[config.mk]
export PLATFORM = sky130hd
export DESIGN_NAME = seg7_time_scanner_flat
export DESIGN_NICKNAME = d
export VERILOG_FILES = /design/src/rtl/seg7_pkg.sv /design/src/rtl/seg7_time_scanner_if.sv /design/src/rtl/bin2bcd_99.sv /design/src/rtl/seg7_time_scanner.sv /design/src/flat_wrapper.sv
export SDC_FILE = /design/constraint.sdc
export NUM_CORES = 1
export LEC_CHECK = 0
export ABC_AREA = 1
export ABC_CLOCK_PERIOD_IN_PS = 4400
export BUFFER_PORTS_ARGS = -buffer_cell sky130_fd_sc_hd__clkbuf_2
export CAP_MARGIN = 10
export CELL_PAD_IN_SITES_DETAIL_PLACEMENT = 1
export CELL_PAD_IN_SITES_GLOBAL_PLACEMENT = 1
export CORE_UTILIZATION = 40
export CTS_BUF_LIST = sky130_fd_sc_hd__clkbuf_4
export DETAILED_ROUTE_END_ITERATION = 6
export GPL_TIMING_DRIVEN = 0
export PLACE_DENSITY_LB_ADDON = 0.25
export SYNTH_ARGS = -nofsm -noshare
export SYNTH_HDL_FRONTEND = slang
export SYNTH_SLANG_ARGS = --single-unit
[constraint.sdc]
create_clock -name clk -period 4.4 [get_ports clk]
set_input_delay 0.22 -clock clk [delete_from_list [all_inputs] [get_ports clk]]
set_output_delay 0.22 -clock clk [all_outputs]
set_load 0.005 [all_outputs]
[src/rtl/seg7_pkg.sv]
// Shared constants for the 6-digit HH.MM.SS seven-segment scanner:
// glyph table, digit positions and the BCD-to-segment encoder.
package seg7_pkg;

   localparam int NUM_DIGITS = 6;

   localparam logic [2:0] DIG_SEC_ONES = 3'd0;
   localparam logic [2:0] DIG_SEC_TENS = 3'd1;
   localparam logic [2:0] DIG_MIN_ONES = 3'd2;
   localparam logic [2:0] DIG_MIN_TENS = 3'd3;
   localparam logic [2:0] DIG_HR_ONES  = 3'd4;
   localparam logic [2:0] DIG_HR_TENS  = 3'd5;

   // Segment order is g..a (bit 6 = g, bit 0 = a).
   localparam logic [6:0] SEG_DASH  = 7'b1000000;
   localparam logic [6:0] SEG_BLANK = 7'b0000000;
   localparam logic [6:0] SEG_DIGIT [0:9] = '{
      7'h3F, 7'h06, 7'h5B, 7'h4F, 7'h66,
      7'h6D, 7'h7D, 7'h07, 7'h7F, 7'h6F
   };

   function automatic logic [6:0] seg_encode(input logic [3:0] bcd, input logic ovf);
      if (ovf || bcd > 4'd9) return SEG_DASH;
      return SEG_DIGIT[bcd];
   endfunction

endpackage

[src/rtl/seg7_time_scanner_if.sv]
// Time-value inputs and multiplexed display outputs of the seven-segment scanner.
interface seg7_time_scanner_if;
   logic [7:0] hour;
   logic [7:0] minute;
   logic [7:0] second;
   logic [2:0] blink_mask;
   logic [7:0] seg;
   logic [5:0] an;

   modport master (output hour, minute, second, blink_mask, input seg, an);
   modport slave  (input hour, minute, second, blink_mask, output seg, an);
endinterface

[src/rtl/bin2bcd_99.sv]
// Splits a binary value into two BCD digits; ovf flags values that do not fit in 0..99.
module bin2bcd_99 (
   input  logic [7:0] value,
   output logic [3:0] tens,
   output logic [3:0] ones,
   output logic       ovf
);

   assign ovf  = (value >= 8'd100);
   assign tens = ovf ? 4'd0 : 4'(value / 8'd10);
   assign ones = ovf ? 4'd0 : 4'(value % 8'd10);

endmodule

[src/rtl/seg7_time_scanner.sv]
// Drives a 6-digit multiplexed HH.MM.SS display from a per-frame snapshot of the
// time counters, with per-field blinking and an anti-ghosting dead cycle per digit.
module seg7_time_scanner
   import seg7_pkg::*;
#(
   parameter int SCAN_DIV   = 1000,
   parameter int BLINK_DIV  = 500000,
   parameter bit ACTIVE_LOW = 1'b1
) (
   input  logic                clk,
   input  logic                rst_n,
   seg7_time_scanner_if.slave  disp
);

   localparam int SCAN_W  = $clog2(SCAN_DIV);
   localparam int BLINK_W = $clog2(BLINK_DIV);
   localparam logic [SCAN_W-1:0]  SCAN_LAST  = SCAN_W'(SCAN_DIV - 1);
   localparam logic [BLINK_W-1:0] BLINK_LAST = BLINK_W'(BLINK_DIV - 1);
   localparam logic [7:0]            SEG_OFF = ACTIVE_LOW ? 8'hFF : 8'h00;
   localparam logic [NUM_DIGITS-1:0] AN_OFF  = ACTIVE_LOW ? '1 : '0;

   logic [SCAN_W-1:0]     scan_cnt_q, scan_cnt_d;
   logic [2:0]            digit_q, digit_d;
   logic [BLINK_W-1:0]    blink_cnt_q, blink_cnt_d;
   logic                  blink_ph_q, blink_ph_d;
   logic [7:0]            snap_hour_q, snap_min_q, snap_sec_q;
   logic [2:0]            snap_mask_q;
   logic [7:0]            seg_q, seg_d;
   logic [NUM_DIGITS-1:0] an_q, an_d;

   logic [3:0] hr_tens, hr_ones, min_tens, min_ones, sec_tens, sec_ones;
   logic       hr_ovf, min_ovf, sec_ovf;
   logic       scan_wrap, frame_wrap;

   bin2bcd_99 u_bcd_hr  (.value(snap_hour_q), .tens(hr_tens),  .ones(hr_ones),  .ovf(hr_ovf));
   bin2bcd_99 u_bcd_min (.value(snap_min_q),  .tens(min_tens), .ones(min_ones), .ovf(min_ovf));
   bin2bcd_99 u_bcd_sec (.value(snap_sec_q),  .tens(sec_tens), .ones(sec_ones), .ovf(sec_ovf));

   logic [3:0]            cur_bcd;
   logic                  cur_ovf, cur_blink;
   logic [7:0]            seg_raw;
   logic [NUM_DIGITS-1:0] an_raw;

   // NOTE: every variable written here gets a default first, so no path leaves one unassigned and no latch is inferred.
   always_comb begin
      scan_wrap   = (scan_cnt_q == SCAN_LAST);
      frame_wrap  = scan_wrap && (digit_q == DIG_HR_TENS);
      scan_cnt_d  = scan_wrap ? '0 : scan_cnt_q + SCAN_W'(1);
      digit_d     = digit_q;
      if (scan_wrap) digit_d = frame_wrap ? DIG_SEC_ONES : digit_q + 3'd1;
      blink_cnt_d = (blink_cnt_q == BLINK_LAST) ? '0 : blink_cnt_q + BLINK_W'(1);
      blink_ph_d  = (blink_cnt_q == BLINK_LAST) ? ~blink_ph_q : blink_ph_q;

      cur_bcd   = 4'd0;
      cur_ovf   = 1'b0;
      cur_blink = 1'b0;
      case (digit_q)
         DIG_SEC_ONES: begin cur_bcd = sec_ones; cur_ovf = sec_ovf; cur_blink = snap_mask_q[0]; end
         DIG_SEC_TENS: begin cur_bcd = sec_tens; cur_ovf = sec_ovf; cur_blink = snap_mask_q[0]; end
         DIG_MIN_ONES: begin cur_bcd = min_ones; cur_ovf = min_ovf; cur_blink = snap_mask_q[1]; end
         DIG_MIN_TENS: begin cur_bcd = min_tens; cur_ovf = min_ovf; cur_blink = snap_mask_q[1]; end
         DIG_HR_ONES:  begin cur_bcd = hr_ones;  cur_ovf = hr_ovf;  cur_blink = snap_mask_q[2]; end
         DIG_HR_TENS:  begin cur_bcd = hr_tens;  cur_ovf = hr_ovf;  cur_blink = snap_mask_q[2]; end
         default:      ;
      endcase

      // dp marks the HH.MM and MM.SS separators; blanking removes it along with the glyph.
      seg_raw = {(digit_q == DIG_MIN_ONES) || (digit_q == DIG_HR_ONES), seg_encode(cur_bcd, cur_ovf)};
      if (blink_ph_q && cur_blink) seg_raw = {1'b0, SEG_BLANK};
      an_raw  = scan_wrap ? '0 : NUM_DIGITS'(1) << digit_q;

      seg_d = ACTIVE_LOW ? ~seg_raw : seg_raw;
      an_d  = ACTIVE_LOW ? ~an_raw  : an_raw;
   end

   // NOTE: sequential state uses non-blocking assignments so all registers update from the same pre-edge values.
   always_ff @(posedge clk or negedge rst_n) begin
      if (!rst_n) begin
         scan_cnt_q  <= '0;
         digit_q     <= DIG_SEC_ONES;
         blink_cnt_q <= '0;
         blink_ph_q  <= 1'b0;
         snap_hour_q <= '0;
         snap_min_q  <= '0;
         snap_sec_q  <= '0;
         snap_mask_q <= '0;
         seg_q       <= SEG_OFF;
         an_q        <= AN_OFF;
      end else begin
         scan_cnt_q  <= scan_cnt_d;
         digit_q     <= digit_d;
         blink_cnt_q <= blink_cnt_d;
         blink_ph_q  <= blink_ph_d;
         seg_q       <= seg_d;
         an_q        <= an_d;
         if (frame_wrap) begin
            snap_hour_q <= disp.hour;
            snap_min_q  <= disp.minute;
            snap_sec_q  <= disp.second;
            snap_mask_q <= disp.blink_mask;
         end
      end
   end

   assign disp.seg = seg_q;
   assign disp.an  = an_q;

endmodule
[src/flat_wrapper.sv]
// flat-port wrapper written by rule: the top's interface ports become plain ports
module seg7_time_scanner_flat import seg7_pkg::*;
#(
   parameter int SCAN_DIV   = 1000,
   parameter int BLINK_DIV  = 500000,
   parameter bit ACTIVE_LOW = 1'b1
)
  (clk, rst_n, disp_hour, disp_minute, disp_second, disp_blink_mask, disp_seg, disp_an);
  seg7_time_scanner_if disp_i ();
  input  logic clk;
  input  logic rst_n;
  input wire logic [$bits(disp_i.hour)-1:0] disp_hour;
  input wire logic [$bits(disp_i.minute)-1:0] disp_minute;
  input wire logic [$bits(disp_i.second)-1:0] disp_second;
  input wire logic [$bits(disp_i.blink_mask)-1:0] disp_blink_mask;
  output wire logic [$bits(disp_i.seg)-1:0] disp_seg;
  output wire logic [$bits(disp_i.an)-1:0] disp_an;
  assign disp_i.hour = disp_hour;
  assign disp_i.minute = disp_minute;
  assign disp_i.second = disp_second;
  assign disp_i.blink_mask = disp_blink_mask;
  assign disp_seg = disp_i.seg;
  assign disp_an = disp_i.an;
  seg7_time_scanner #(.SCAN_DIV(SCAN_DIV), .BLINK_DIV(BLINK_DIV), .ACTIVE_LOW(ACTIVE_LOW)) u_core (.clk(clk), .rst_n(rst_n), .disp(disp_i));
endmodule
==> results.sh <==
export IMPL_outcome="complete, but fails checks"
export IMPL_violations="DRC"
export IMPL_synthToLayoutAreaGrowth_pct=17.2
export IMPL_synth_area_leader_cell="dfrtp_1"
export IMPL_critical_path_max_stage_delay_ps=460
export IMPL_startpoint_type="flip-flop"
export IMPL_netlist_instances=671
export IMPL_htreeDepth=3
export IMPL_min_period_ps=3560
export IMPL_drive_above_1_share_pct=21.1
export IMPL_yosys_warnings=0
export IMPL_ys_ff_latch=74
export IMPL_finalWorstSetupSlack_ps=838
export IMPL_grt_max_degree=48
export IMPL_dr_pass1_iters=6
export IMPL_sequentialPowerShare_pct=43.7
export IMPL_hold_violations=0
export IMPL_fillerInstances=1526
export IMPL_power_leakage_nw=2.98
export IMPL_comb_power_share_pct=28.9
export IMPL_powerDensity_nw_per_um2=290
export IMPL_multi_input_area_sq_um=2560
export IMPL_vias_per_cell=5.06
export IMPL_grt_overflow=0
export IMPL_fmax_ghz=0.281
export IMPL_clk_path_buf_depth=2
export IMPL_synth_most_common_cell="nand2_1"
export IMPL_first_global_vias=4932
export IMPL_cts_tree="yes"
export IMPL_wl_per_cell_microns=14.4
export IMPL_drv_slew=0
export IMPL_io_pins=43
export IMPL_slew_headroom_pct=48.7
export IMPL_cp_max_fo=6
export IMPL_synthArstFlopShare_pct=100
export IMPL_max_cap_viol_count=0
export IMPL_peakVddDrop_mv=0.135
export IMPL_dp_hpwl_microns=9900
export IMPL_path_class="reg2reg"
export IMPL_synth_nets=714
export IMPL_cp_slowest_cell="dfrtp_1"
export IMPL_grt_antenna_before_repair=0
export IMPL_ys_types=41
export IMPL_cts_hold_buf=28
export IMPL_synth_avg_cell_area_sq_um=7.33
export IMPL_p_switching_uw=604
export IMPL_dp_slack_ps=815
export IMPL_synth_area_sq_um=4920
export IMPL_synth_top_area_share_pct=30.5
export IMPL_cts_resized=0
export IMPL_dieArea_sq_um=12700
export IMPL_fin_cells=905
export IMPL_required_ps=4800
export IMPL_nNetsFinal=796
export IMPL_start_util_pct=40.9
export IMPL_place_congestion=0.793
export IMPL_cpMostUsedCell="nand2_2"
export IMPL_die_h_microns=113
export IMPL_endpoint_kind="flip-flop"
export IMPL_vias=4582
export IMPL_diodes=0
export IMPL_switching_share_pct=36.1
export IMPL_rrSetupSlack_ps=840
export IMPL_cts_clk_slew_worst_paths_ps=130
export IMPL_hold_slack_ps=240
export IMPL_wl_microns=13000
export IMPL_finalSetupViolCount=0
export IMPL_grt_usage_pct=22.2
export IMPL_power_mw=1.67
export IMPL_synthTopCellsByCount="150 x nand2_1, 106 x inv_1, 60 x dfrtp_1"
export IMPL_cts_buffers=9
export IMPL_port_buffers=42
export IMPL_pwr_share_clk_pct=27.3
export IMPL_drtAntennaViolNets=0
export IMPL_period_share_pct=80.9
export IMPL_rsz0062_at_grt="no"
export IMPL_synthTopCellsByArea="dfrtp_1 31%, nand2_1 11%, inv_1 8.1%"
export IMPL_core_area_sq_um=12000
export IMPL_rows=40
export IMPL_cts_setup_buffers=0
export IMPL_grt_pass1_wl_microns=22400
export IMPL_clk_latency_ps=460
export IMPL_drcViolationCount=2
export IMPL_tightest_slew_ps=770
export IMPL_cts_root_buffer="clkbuf_4"
export IMPL_clkSinkCount=74
export IMPL_skew_ps=10.7
export IMPL_synth_sequential_area_ratio_pct=38.0
export IMPL_placed_cells=861
export IMPL_ys_flop_type="dfrtp_1"
export IMPL_timing_setup_tns_ps=0
export IMPL_synth_edf_count=0
export IMPL_cellInternalPower_mw=1.07
export IMPL_seq_area_sq_um=1870
export IMPL_die_x_microns=113
export IMPL_hp_class="in2async"
export IMPL_cp_data_arrival_time_ps=3960
export IMPL_drtIter0Drc=154
-- cells in the final DEF (no fill, tap or decap), types with 16 or more instances in the layout --
cell type	instances
dfrtp_1	60
nor2_1	57
nand3_1	58
nand2_2	36
nand2_1	150
inv_1	106
clkbuf_2	41
inv_2	16
dlygate4sd3_1	28
a21oi_1	32
-- power groups by stage --
stage,clock network (mW),registers (mW),logic [mW]
floorplan,0,0.741,0.345
global placement,0,0.742,0.436
detailed placement,0,0.744,0.465
CTS,0.476,0.731,0.488
global route,0.494,0.734,0.549
finish,0.457,0.731,0.484
-- metal layers --
metal / part of all wire, % / track usage [%]
met1: 44 / 25.2
met2: 52 / 41.3
met3: 1.8 / 3.70
met4: 2.5 / 9.12
met5: 0 / 0
-- path summary, 6_finish.rpt --
check                           depth (start not counted)               endpoint             startpoint
worst max-delay path                                   28     u_core.disp.seg[5]   u_core.snap_min_q[5]
worst min-delay path                                    2   u_core.scan_cnt_q[5]                  rst_n
worst max register to register                         28     u_core.disp.seg[5]   u_core.snap_min_q[5]
worst min register to register                          1  u_core.blink_cnt_q[0]  u_core.blink_cnt_q[0]
max in group asynchronous                               3      u_core.disp.an[1]                  rst_n
min in group clk                                        1  u_core.blink_cnt_q[0]  u_core.blink_cnt_q[0]
-- registers in the layout, summed over array words and instances, names as in the netlist --
signal and flops:
u_core.blink_cnt_q 19, u_core.snap_mask_q 3, u_core.blink_ph_q 1, u_core.disp.an 6
u_core.snap_hour_q 8, u_core.digit_q 3, u_core.snap_min_q 8, u_core.snap_sec_q 8
u_core.scan_cnt_q 10, u_core.disp.seg 8
-- stage by stage --
stage	util (%)	cell area (sq um)
3_5_place_dp	44.5	5340
5_1_grt	48.0	5770
6_report	48.0	5770
4_1_cts	48.0	5770
2_1_floorplan	-	4920
3_3_place_gp	44.2	5310
-- cell type report --
cell class | instances | area share, %
Inverter | 125 | 8.14
Multi-Input combinational cell | 466 | 44.3
Clock inverter | 7 | 1.32
Tap cell | 147 | 3.19
Buffer | 6 | 0.391
Sequential cell | 74 | 32.4
Timing Repair Buffer | 71 | 9.03
Clock buffer | 9 | 1.17
-- kinds of logic after synthesis --
group	after synthesis	share of synthesized area (%)
multiplexers	7	1.60
buffers and inverters	131	10.0
flip-flops	74	38.0
adder cells (fa/ha/maj)	14	3.56
XOR/XNOR	13	2.31
AO/OA/AOI/OAI	79	10.2
AND/OR/NAND/NOR	353	34.4
-- critical path, delay by kind of cell (launching register included) --
family	cells	cell delay, ps
simple gates	17	1540
flops	1	460
compound gates	4	660
buf+inv	5	360
fa+ha+maj	2	460
Note: power is estimated with default switching activity, not from simulation.
